**src/rtl/rr_packet_arbiter_pkg.sv**
```systemverilog
// Shared constants and helpers for the round-robin packet arbiter.
package rr_packet_arbiter_pkg;

  localparam int unsigned DATA_WIDTH_DEF = 32;

  // Pointer width for n channels: clog2(n), never below one bit.
  function automatic int unsigned ptr_width(input int unsigned n);
    int unsigned w;
    w = 1;
    while ((32'd1 << w) < n) w = w + 1;
    return w;
  endfunction

endpackage

```
**src/rtl/rr_packet_arbiter_if.sv**
```systemverilog
// Source/sink bundle between the readout FIFOs, the arbiter and the output FIFO.
interface rr_packet_arbiter_if
  import rr_packet_arbiter_pkg::*;
#(
  parameter int unsigned WIDTH      = 2,
  parameter int unsigned DATA_WIDTH = DATA_WIDTH_DEF
) ();

  logic [WIDTH-1:0]            WRITE_REQ;
  logic [WIDTH-1:0]            HOLD_REQ;
  logic [WIDTH*DATA_WIDTH-1:0] DATA_IN;
  logic [WIDTH-1:0]            READ_GRANT;
  logic                        READY_OUT;
  logic                        WRITE_OUT;
  logic [DATA_WIDTH-1:0]       DATA_OUT;

  // Environment side: sources and downstream FIFO.
  modport master (
    output WRITE_REQ, HOLD_REQ, DATA_IN, READY_OUT,
    input  READ_GRANT, WRITE_OUT, DATA_OUT
  );

  // Arbiter side.
  modport slave (
    input  WRITE_REQ, HOLD_REQ, DATA_IN, READY_OUT,
    output READ_GRANT, WRITE_OUT, DATA_OUT
  );

endinterface

```
**src/rtl/rr_next_select.sv**
```systemverilog
// Rotating priority encoder: first requester after `last`, wrapping, else `last`.
module rr_next_select
  import rr_packet_arbiter_pkg::*;
#(
  parameter int unsigned WIDTH = 2,
  parameter int unsigned PW    = ptr_width(WIDTH)
) (
  input  logic [WIDTH-1:0] req,
  input  logic [PW-1:0]    last,
  output logic [PW-1:0]    sel,
  output logic             any_req
);

  localparam int unsigned SW = PW + 1;

  logic [2*WIDTH-1:0] dbl;
  logic [WIDTH-1:0]   rot;
  logic [PW-1:0]      k;
  logic [SW-1:0]      sum;
  logic               found;

  always_comb begin
    dbl     = {req, req};
    rot     = WIDTH'(dbl >> (SW'(last) + SW'(1)));
    any_req = |req;
    k       = '0;
    found   = 1'b0;
    // Lowest set bit of the rotated vector is the nearest requester after last.
    for (int i = 0; i < int'(WIDTH); i++) begin
      if (!found && rot[i]) begin
        k     = PW'(i);
        found = 1'b1;
      end
    end
    sum = SW'(last) + SW'(k) + SW'(1);
    if (sum >= SW'(WIDTH)) sum = sum - SW'(WIDTH);
    sel = any_req ? PW'(sum) : last;
  end

endmodule

```
**src/rtl/rr_packet_arbiter.sv**
```systemverilog
// Round-robin merge of FWFT sources into one stream, with per-channel packet hold.
module rr_packet_arbiter
  import rr_packet_arbiter_pkg::*;
#(
  parameter int unsigned WIDTH      = 2,
  parameter int unsigned DATA_WIDTH = DATA_WIDTH_DEF
) (
  input  logic                CLK,
  input  logic                RST,
  rr_packet_arbiter_if.slave  bus
);

  localparam int unsigned PW = ptr_width(WIDTH);

  logic [PW-1:0]         last;
  logic [PW-1:0]         rr_sel;
  logic [PW-1:0]         sel;
  logic                  any_req;
  logic                  hold_last;
  logic                  req_sel;
  logic                  write_c;
  logic [DATA_WIDTH-1:0] data_c;
  logic [WIDTH-1:0]      grant_c;

  rr_next_select #(
    .WIDTH (WIDTH),
    .PW    (PW)
  ) u_next_select (
    .req     (bus.WRITE_REQ),
    .last    (last),
    .sel     (rr_sel),
    .any_req (any_req)
  );

  // Hold on the last served channel pins the selection even if it has no word.
  always_comb begin
    hold_last = 1'b0;
    for (int i = 0; i < int'(WIDTH); i++) begin
      if (last == PW'(i)) hold_last = bus.HOLD_REQ[i];
    end
    sel = (hold_last || !any_req) ? last : rr_sel;
  end

  always_comb begin
    req_sel = 1'b0;
    data_c  = bus.DATA_IN[DATA_WIDTH-1:0];
    for (int i = 0; i < int'(WIDTH); i++) begin
      if (sel == PW'(i)) begin
        req_sel = bus.WRITE_REQ[i];
        data_c  = bus.DATA_IN[i*DATA_WIDTH +: DATA_WIDTH];
      end
    end
    write_c = req_sel && !RST;
    for (int i = 0; i < int'(WIDTH); i++) begin
      grant_c[i] = (sel == PW'(i)) && write_c && bus.READY_OUT;
    end
  end

  assign bus.WRITE_OUT  = write_c;
  assign bus.DATA_OUT   = data_c;
  assign bus.READ_GRANT = grant_c;

  // Pointer advances only on an accepted word.
  always_ff @(posedge CLK or posedge RST) begin
    if (RST) begin
      last <= PW'(WIDTH - 1);
    end else if (write_c && bus.READY_OUT) begin
      last <= sel;
    end
  end

endmodule

```
**src/flat_wrapper.sv**
```systemverilog
// flat-port wrapper written by rule: the top's interface ports become plain ports
module rr_packet_arbiter_flat import rr_packet_arbiter_pkg::*;
#(
  parameter int unsigned WIDTH      = 2,
  parameter int unsigned DATA_WIDTH = DATA_WIDTH_DEF
)
  (CLK, RST, bus_WRITE_REQ, bus_HOLD_REQ, bus_DATA_IN, bus_READY_OUT, bus_READ_GRANT, bus_WRITE_OUT, bus_DATA_OUT);
  rr_packet_arbiter_if #(.WIDTH(WIDTH), .DATA_WIDTH(DATA_WIDTH)) bus_i ();
  input  logic CLK;
  input  logic RST;
  input wire logic [$bits(bus_i.WRITE_REQ)-1:0] bus_WRITE_REQ;
  input wire logic [$bits(bus_i.HOLD_REQ)-1:0] bus_HOLD_REQ;
  input wire logic [$bits(bus_i.DATA_IN)-1:0] bus_DATA_IN;
  input wire logic [$bits(bus_i.READY_OUT)-1:0] bus_READY_OUT;
  output wire logic [$bits(bus_i.READ_GRANT)-1:0] bus_READ_GRANT;
  output wire logic [$bits(bus_i.WRITE_OUT)-1:0] bus_WRITE_OUT;
  output wire logic [$bits(bus_i.DATA_OUT)-1:0] bus_DATA_OUT;
  assign bus_i.WRITE_REQ = bus_WRITE_REQ;
  assign bus_i.HOLD_REQ = bus_HOLD_REQ;
  assign bus_i.DATA_IN = bus_DATA_IN;
  assign bus_i.READY_OUT = bus_READY_OUT;
  assign bus_READ_GRANT = bus_i.READ_GRANT;
  assign bus_WRITE_OUT = bus_i.WRITE_OUT;
  assign bus_DATA_OUT = bus_i.DATA_OUT;
  rr_packet_arbiter #(.WIDTH(WIDTH), .DATA_WIDTH(DATA_WIDTH)) u_core (.CLK(CLK), .RST(RST), .bus(bus_i));
endmodule
```
**config.mk**
```make
export PLATFORM = sky130hd
export DESIGN_NAME = rr_packet_arbiter_flat
export DESIGN_NICKNAME = d
export VERILOG_FILES = /design/src/rtl/rr_packet_arbiter_pkg.sv /design/src/rtl/rr_packet_arbiter_if.sv /design/src/rtl/rr_next_select.sv /design/src/rtl/rr_packet_arbiter.sv /design/src/flat_wrapper.sv
export SDC_FILE = /design/constraint.sdc
export NUM_CORES = 1
export LEC_CHECK = 0
export CAP_MARGIN = 10
export CORE_UTILIZATION = 19
export DETAILED_ROUTE_END_ITERATION = 8
export GPL_TIMING_DRIVEN = 0
export PLACE_DENSITY = 0.76
export SYNTH_ARGS = -nofsm -noshare
export SYNTH_HDL_FRONTEND = slang
export SYNTH_SLANG_ARGS = --single-unit
```
**constraint.sdc**
```tcl
create_clock -name CLK -period 1.4 [get_ports CLK]
set_input_delay 0.28 -clock CLK [delete_from_list [all_inputs] [get_ports CLK]]
set_output_delay 0.28 -clock CLK [all_outputs]
set_load 0.005 [all_outputs]
```
After elaboration in Yosys (flattened, before gate mapping)
Index checks and enable logic that the tools add are counted.
{ "totals": {"ramBits": 0, "input_bits": 71, "latch_bits": 0, "rom_bits": 0, "word_cells": 28, "output_inout_bits": 35, "memories": 0, "regBits": 1} }
{ "classes": {"n_eq_ne": 0, "n_reduce_logical": 12, "n_shift": 1, "mux": 8, "addsub": 4, "n_lt_le_gt_ge": 1, "multipliers": 0, "n_div": 0, "bitwise_logic": 1} }
{ "ops": {"columns": ["operator", "n"], "rows": [
  ["2-to-1 mux 32 bit", 1],
  ["logical AND 1 bit", 7],
  ["2-to-1 mux 1 bit", 7],
  ["right shift 4 x 2 -> 2 bit", 1],
  ["logical NOT 1 bit", 3],
  ["adder 1 x 1 -> 2 bit", 1],
  ["adder 1 x 1 -> 2 bit (second input constant)", 1],
  ["adder 2 x 1 -> 2 bit (second input constant)", 1],
  ["greater-or-equal comparator 2 bit (second input constant)", 1],
  ["OR reduction 2 bit", 1],
  ["logical OR 1 bit", 1],
  ["NOT 1 bit", 1],
  ["subtractor 1 bit (second input constant)", 1]
]} }

Longest topological paths before layout
Gate-level depths: netlist (run 1).
{ "depth": {"depth_word": 16, "mapped_depth": 5, "mapped_depth_nobuf": 3} }

By module
From an unflattened synthesis (run 1), not the netlist that was laid out.
{ "hier_totals": {"cells_unflattened": 55, "area_unflattened_um2": 661.9} }
{ "modules_own_cells": {"columns": ["module", "cells_per_inst", "area_per_inst_um2", "n_inst"], "rows": [
  ["rr_packet_arbiter", 52, 641.9, 1],
  ["rr_next_select", 3, 20.0, 1]
]} }

Worst setup path before layout (run 1)
Ideal clock, no wire load.
{ "synth_path": {"path_type": "reg-to-output", "startpoint": "register u_core.last", "endpoint": "output bus_DATA_OUT[19]", "setup_slack_ps": -162, "t_arrival_ps": 1282, "path_stages_with_launch": 6, "n_path_buf": 2, "cell_sequence": "dfstp_2 nand3b_1 o21a_1 buf_6 buf_6 mux2_4"} }
{ "synth_via": {"elab_chain_cells": 13, "word_cells_on_any_way": 16, "classes_between": "4 x add/sub; 1 x order compare; 1 x shift; 7 x mux; 3 x reduce/logical"} }
{ "synth_rtl": {"columns": ["element", "line", "text"], "rows": [
  ["from (decl)", "rr_packet_arbiter.sv:15", "logic [PW-1:0] last;"],
  ["from (signal assigned)", "rr_packet_arbiter.sv:66", "last <= PW'(WIDTH - 1);"],
  ["from (signal assigned)", "rr_packet_arbiter.sv:68", "last <= sel;"],
  ["adder 1 x 1 -> 2 bit", "rr_next_select.sv:24", "rot = WIDTH'(dbl >> (SW'(last) + SW'(1)));"],
  ["right shift 4 x 2 -> 2 bit", "rr_next_select.sv:24", null],
  ["2-to-1 mux 1 bit", "rr_next_select.sv:30", "if (!found && rot[i]) begin"],
  ["logical NOT 1 bit", "rr_next_select.sv:30", null],
  ["logical AND 1 bit", "rr_next_select.sv:30", null],
  ["2-to-1 mux 1 bit", "rr_next_select.sv:30", null],
  ["adder 1 x 1 -> 2 bit", "rr_next_select.sv:35", "sum = SW'(last) + SW'(k) + SW'(1);"],
  ["adder 2 x 1 -> 2 bit", "rr_next_select.sv:35", null],
  ["greater-or-equal comparator 2 bit / subtractor 1 bit (equally long branches)", "rr_next_select.sv:36", "if (sum >= SW'(WIDTH)) sum = sum - SW'(WIDTH);"],
  ["2-to-1 mux 1 bit", "rr_next_select.sv:36", null],
  ["2-to-1 mux 1 bit", "rr_next_select.sv:37", "sel = any_req ? PW'(sum) : last;"],
  ["2-to-1 mux 1 bit (*)", "rr_packet_arbiter.sv:41", "sel = (hold_last || !any_req) ? last : rr_sel;"],
  ["2-to-1 mux 32 bit (*)", "rr_packet_arbiter.sv:48", "if (sel == PW'(i)) begin"],
  ["to (decl)", "flat_wrapper.sv:17", "output wire logic [$bits(bus_i.DATA_OUT)-1:0] bus_DATA_OUT;"]
]} }
Every way passes the cells marked *; elsewhere a longest branch is shown, timed or not.

Worst setup path after layout (run 1)
{ "layout_path": {"startpoint": "register u_core.last", "endpoint": "output bus_DATA_OUT[4]"} }
The elaborated chain is that of the path after synthesis.

==> run metrics, run 1 <==
Die Ht=59.7 µm; number of global-route vias before repair=937; Placed Area=0.00175 mm²; CP max FO=5; top flop regs=u_core.last: 1 flops; number of cell rows=20; first-pass GRT wire length=4.37 mm; Initial DRT Pass Iterations=2; worst hold path class=reg2reg; CP most frequent cell=buf_6; failing checks=negative setup slack; port bufs=105; Remaining Overflow, GRT=0; crit path kind=reg2out; diode count=0; fmax=525 MHz; relative slew slack=0.797; slew at the pin with the worst max-slew slack=0.302 ns; Initial Utilization=0.204; Hold Buf Count CTS=0; syn nets=119; post-layout minimum cycle time=1.91 ns; slowest CP cell=dfstp_2; EDFF count, synth=0; vias per cell=4.14; Post-Place Cells=197; Clk Latency, worst-skew pair=0 ns; Worst path top cell family by delay=buffers and inverters; ys flop type=dfstp_2; setup TNS=-13.63 ns; routed len/inst=14.4 µm; share of layout cells above drive strength 1=0.560; post-detail-place hpwl=2.43 mm; area share of the largest cell type after synthesis=0.642; Seq cells post-synth=1; cells after synthesis=48; Final Cycle Share=1.36; Total GRT Usage=0.158; commonest cells in the netlist=mux2_4 (27), mux2_2 (6), buf_12 (2), buf_6 (2); Arr. time, crit path=1.63 ns; DR vias=870; Worst EP required=1.12 ns; die width=59.7 µm; Leak=0.926 nW; fin cells=210; sequence of cells on the critical path=nand3b_1 -> o21a_1 -> buf_6 -> buf_12 -> buf_8 -> buf_6 -> mux2_4 -> buf_6; Final #Nets=239; max reg flops=1; Synth cell types=15; Final Hold Vio Count=0; RSZ-0062 raised after global routing=yes; Reg clk slew, reported paths=0 ns; Max Slew Vio Count=0; CP bufs+invs=5; residual DRC count=0; Finish-stage setup viols=36; Power Density=1260 mW/mm²; Ys Warns=0; largest register by flop count=u_core.last; CP max stage delay=0.53 ns; most frequent cell after synthesis=mux2_4; total power=0.00249 W; Seq/Total Area, Yosys=0.0416; Area Growth Syn to Fin=214%; post-synth design cell area=632 µm²; post-synth top area cell=mux2_4; post-route cell area=0.00199 mm²; async set-reset flop share out of synthesis=1.00; CP Capture Type=primary output; setup slack after layout=-0.505 ns; Boundary Pins=106; Max IR drop VDD=0.702 mV; initial antenna violation count=0; CP Launch Type=register; Fill cells=286; Die Footprint=0.00356 mm²; status=finished with violations; Core ar.=0.00310 mm²; Antenna Violating Nets Remaining=0; Synth Area per Inst=13.2 µm²; Reg2Reg Setup Slack=-0.07 ns; initial DRC count=11; clock skew=0 ns; largest net degree at the start of global routing=6; Routed WL=3.02 mm; Final GP Congestion=0.646; ranking of synthesized cells by area=mux2_4 (64%), mux2_2 (11%), buf_12 (6.3%); maxcap violations=0
==> report_power, final <==
| part | internal [W] | switching (W) | leakage (nW) |
|---|---|---|---|
| registers | 0.0000556 | 0.0000146 | 0.0105 |
| clock network | 0 | 0 | 0 |
| logic | 0.00173 | 0.000699 | 0.916 |
==> cells by family after synthesis <==
| logic type | share of synthesized area |
|---|---|
| muxes | 0.749 |
| and+or+nand+nor | 0.0515 |
| buffers and inverters | 0.105 |
| AOI/OAI and AO/OA | 0.0535 |
| DFF | 0.0416 |
==> worst paths after layout <==
kind	startpoint	cells after the start	to
setup / recovery	u_core.last$_DFFE_PP1P_	8	bus_DATA_OUT[4]
hold / removal	u_core.last$_DFFE_PP1P_	1	u_core.last$_DFFE_PP1P_
setup reg to reg	u_core.last$_DFFE_PP1P_	4	u_core.last$_DFFE_PP1P_
hold reg to reg	u_core.last$_DFFE_PP1P_	1	u_core.last$_DFFE_PP1P_
max in group asynchronous	RST	2	u_core.last$_DFFE_PP1P_
min in group asynchronous	RST	2	u_core.last$_DFFE_PP1P_
==> final cells by class <==
class | instances | area (µm²) | share of cell area
plain buffers | 4 | 66.3 | 0.0334
well taps | 44 | 55.1 | 0.0277
flip-flops and latches | 1 | 26.3 | 0.0132
inverters | 1 | 3.75 | 0.00189
multi-input cells | 42 | 579 | 0.292
repair buffers | 118 | 1260 | 0.632
==> worst register-to-register path, cell delays in order (launching register included) <==
cell	delay (ns)
dfstp_2	0.53
buf_4	0.11
a21boi_0	0.11
o2111ai_2	0.27
mux2_2	0.37
==> placed cells by master (no fill, tap or decap), drive strengths merged <==
cell type / instances
nor2b: 1
o2111ai: 1
mux2: 33
nand3b: 1
buf: 54
or3b: 1
a21boi: 1
o211a: 1
nor2: 1
clkdlybuf4s15: 1
inv: 1
clkdlybuf4s50: 67
dfstp: 1
and3: 1
o21a: 1
==> timing repair <==
action	CTS	global route
buffers inserted	12	1
gates resized for setup	195	3
gates cloned	2	0
endpoints found under the hold margin	0	0
pin swaps	1	1
setup endpoints to repair	36	36
==> per-stage QoR <==
stage	hold WS, ns	util	setup slack [ns]
after global placement	0.631	0.563	-0.997
after global routing	0.648	0.640	-0.540
after floorplan	0.201	-	-0.159
after CTS	0.632	0.635	-0.507
after detailed placement	0.637	0.563	-1.01
final	0.631	0.640	-0.505
==> metal layers <==
| metal | track usage | share of wire | wire length [µm] | vias up |
|---|---|---|---|---|
| met5 | 0 | 0 | 0 | - |
| met1 | 0.150 | 0.32 | 953 | 394 |
| met2 | 0.356 | 0.59 | 1790 | 54 |
| met4 | 0 | 0 | 0 | 0 |
| li1 | - | - | - | 422 |
| met3 | 0.0260 | 0.091 | 276 | 0 |
No activity file was read; power rests on OpenSTA's default activity.
==> run 2: changes to the inputs <==
--- a/config.mk
+++ b/config.mk
@@ -6,10 +6,11 @@
 export NUM_CORES = 1
 export LEC_CHECK = 0
 export CAP_MARGIN = 10
-export CORE_UTILIZATION = 19
+export CORE_AREA = 2 2 41 43
 export DETAILED_ROUTE_END_ITERATION = 8
+export DIE_AREA = 0 0 43 45
+export DONT_BUFFER_PORTS = 1
 export GPL_TIMING_DRIVEN = 0
-export PLACE_DENSITY = 0.76
 export SYNTH_ARGS = -nofsm -noshare
 export SYNTH_HDL_FRONTEND = slang
 export SYNTH_SLANG_ARGS = --single-unit
==> run metrics, run 2 (synthesis gave the netlist of run 1 again) <==
routed len/inst=20.7 µm; largest register by flop count=u_core.last; Hold Buf Count CTS=0; Util after Layout=0.491; Max Slew Vio Count=0; die width=43 µm; relative slew slack=0.830; sequence of cells on the critical path=nand3b_1 -> o21a_1 -> buf_6 -> buf_12 -> mux2_4; Max IR drop VDD=0.765 mV; Core ar.=0.00147 mm²; M3 GR Usage=0.0200; Clk Latency, worst-skew pair=0 ns; Fill cells=146; Routed WL=1.41 mm; Finish-stage setup viols=35; CP max stage delay=0.53 ns; Worst EP required=1.12 ns; CP max FO=10; port bufs=0; Total GRT Usage=0.105; Reg2Reg Setup Slack=-0.05 ns; top flop regs=u_core.last: 1 flops; most common cell after layout, fill and taps aside=mux2_4; number of global-route vias before repair=423; Power Density=1740 mW/mm²; crit path kind=reg2out; CP Capture Type=primary output; diode count=0; Initial Utilization=0.429; total power=0.00126 W; DR vias=442; Arr. time, crit path=1.31 ns; initial antenna violation count=0; Final Cycle Share=1.13; Boundary Pins=106; max reg flops=1; fmax=630 MHz; Reg clk slew, reported paths=0 ns; slowest CP cell=dfstp_2; failing checks=negative setup slack; Leak=0.354 nW; most utilized layer in the global route result=met2; Final GP Congestion=0.641; clock skew=0 ns; slew at the pin with the worst max-slew slack=0.255 ns; met2 usage=0.233; residual DRC count=0; first-pass GRT wire length=1.61 mm; Critical R2R Capture=u_core.last$_DFFE_PP1P_; RSZ-0062 raised after global routing=yes; share of layout cells above drive strength 1=0.885; final hold slack=0.234 ns; Remaining Overflow, GRT=0; Final #Nets=125; Die Ht=45 µm; worst hold path class=in2async; setup slack after layout=-0.188 ns; number of cell rows=14; post-layout minimum cycle time=1.59 ns; Area Growth Syn to Fin=14.5%; R2R cell count=6; pre-CTS WS=-0.211 ns; RR Startpoint=u_core.last$_DFFE_PP1P_; Die Footprint=0.00194 mm²; Final Hold Vio Count=0; status=finished with violations; CP Launch Type=register; setup TNS=-5.85 ns; initial DRC count=3; vias per cell=6.50; met1 GRT Util=0.104; Antenna Violating Nets Remaining=0; maxcap violations=0; most frequent cells in the layout=mux2_4 (27), mux2_2 (6), buf_12 (3), buf_6 (2), buf_4 (2); largest net degree at the start of global routing=11; Initial DRT Pass Iterations=3
==> run 2: changes by cell type in the layout (fill, tap and decap cells not counted), moves of 2 or more <==
| cell | previous run | this run |
|---|---|---|
| buf_6 | 37 | 2 |
| clkdlybuf4s50_1 | 67 | 0 |
| buf_16 | 2 | 0 |
| buf_4 | 6 | 2 |
| mux2_4 | 32 | 27 |
| buf_2 | 3 | 0 |
| mux2_2 | 1 | 6 |
==> run 2: layout make-up <==
class                   instances  area (µm²)  area share
multi-input cells              42         561       0.775
flip-flops and latches          1        26.3      0.0363
inverters                       1        3.75     0.00519
plain buffers                   4        66.3      0.0917
repair buffers                  4        46.3      0.0640
well taps                      16        20.0      0.0277
==> run 2: stage by stage <==
step / instance area, µm² / instances
final: 723 / 68
after global routing: 723 / 68
after CTS: 723 / 68
after detailed placement: 661 / 64
after global placement: 661 / 64
after floorplan: 641 / 48
==> run 2: power breakdown <==
part	switching, W	total [W]	internal (W)
logic	0.000425	0.00119	0.000767
registers	0.0000135	0.0000690	0.0000555
clock network	0	0	0
==> run 2: worst max-delay path by stage <==
stage / from / slack (ns) / cells past startpoint / to
finish: u_core.last$_DFFE_PP1P_ / -0.19 / 5 / bus_DATA_OUT[16]
global route: u_core.last$_DFFE_PP1P_ / -0.21 / 5 / bus_DATA_OUT[12]
CTS: u_core.last$_DFFE_PP1P_ / -0.18 / 5 / bus_DATA_OUT[8]
detailed placement: u_core.last$_DFFE_PP1P_ / -0.21 / 5 / bus_DATA_OUT[8]
global placement: u_core.last$_DFFE_PP1P_ / -0.21 / 5 / bus_DATA_OUT[23]
floorplan: u_core.last$_DFFE_PP1P_ / -0.16 / 5 / bus_DATA_OUT[0]
==> run 2: timing repair <==
action	CTS	global route
gates cloned	0	0
resized for setup	5	1
buffers inserted	4	0
endpoints found under the setup margin	34	35
pin swaps	2	1
==> run 2: layer usage <==
metal  vias to the layer above  part of all wire
met5                         -                 0
met4                         0                 0
met3                         0              0.18
met2                        62              0.57
met1                       189              0.25
li1                        191                 -
==> run 2: worst max-delay path: cells and delay by family, from the launching register on <==
family | cells | cell delay [ns]
compound gates | 1 | 0.11
buf+inv | 2 | 0.29
flops | 1 | 0.53
mux | 1 | 0.30
simple gates | 1 | 0.07
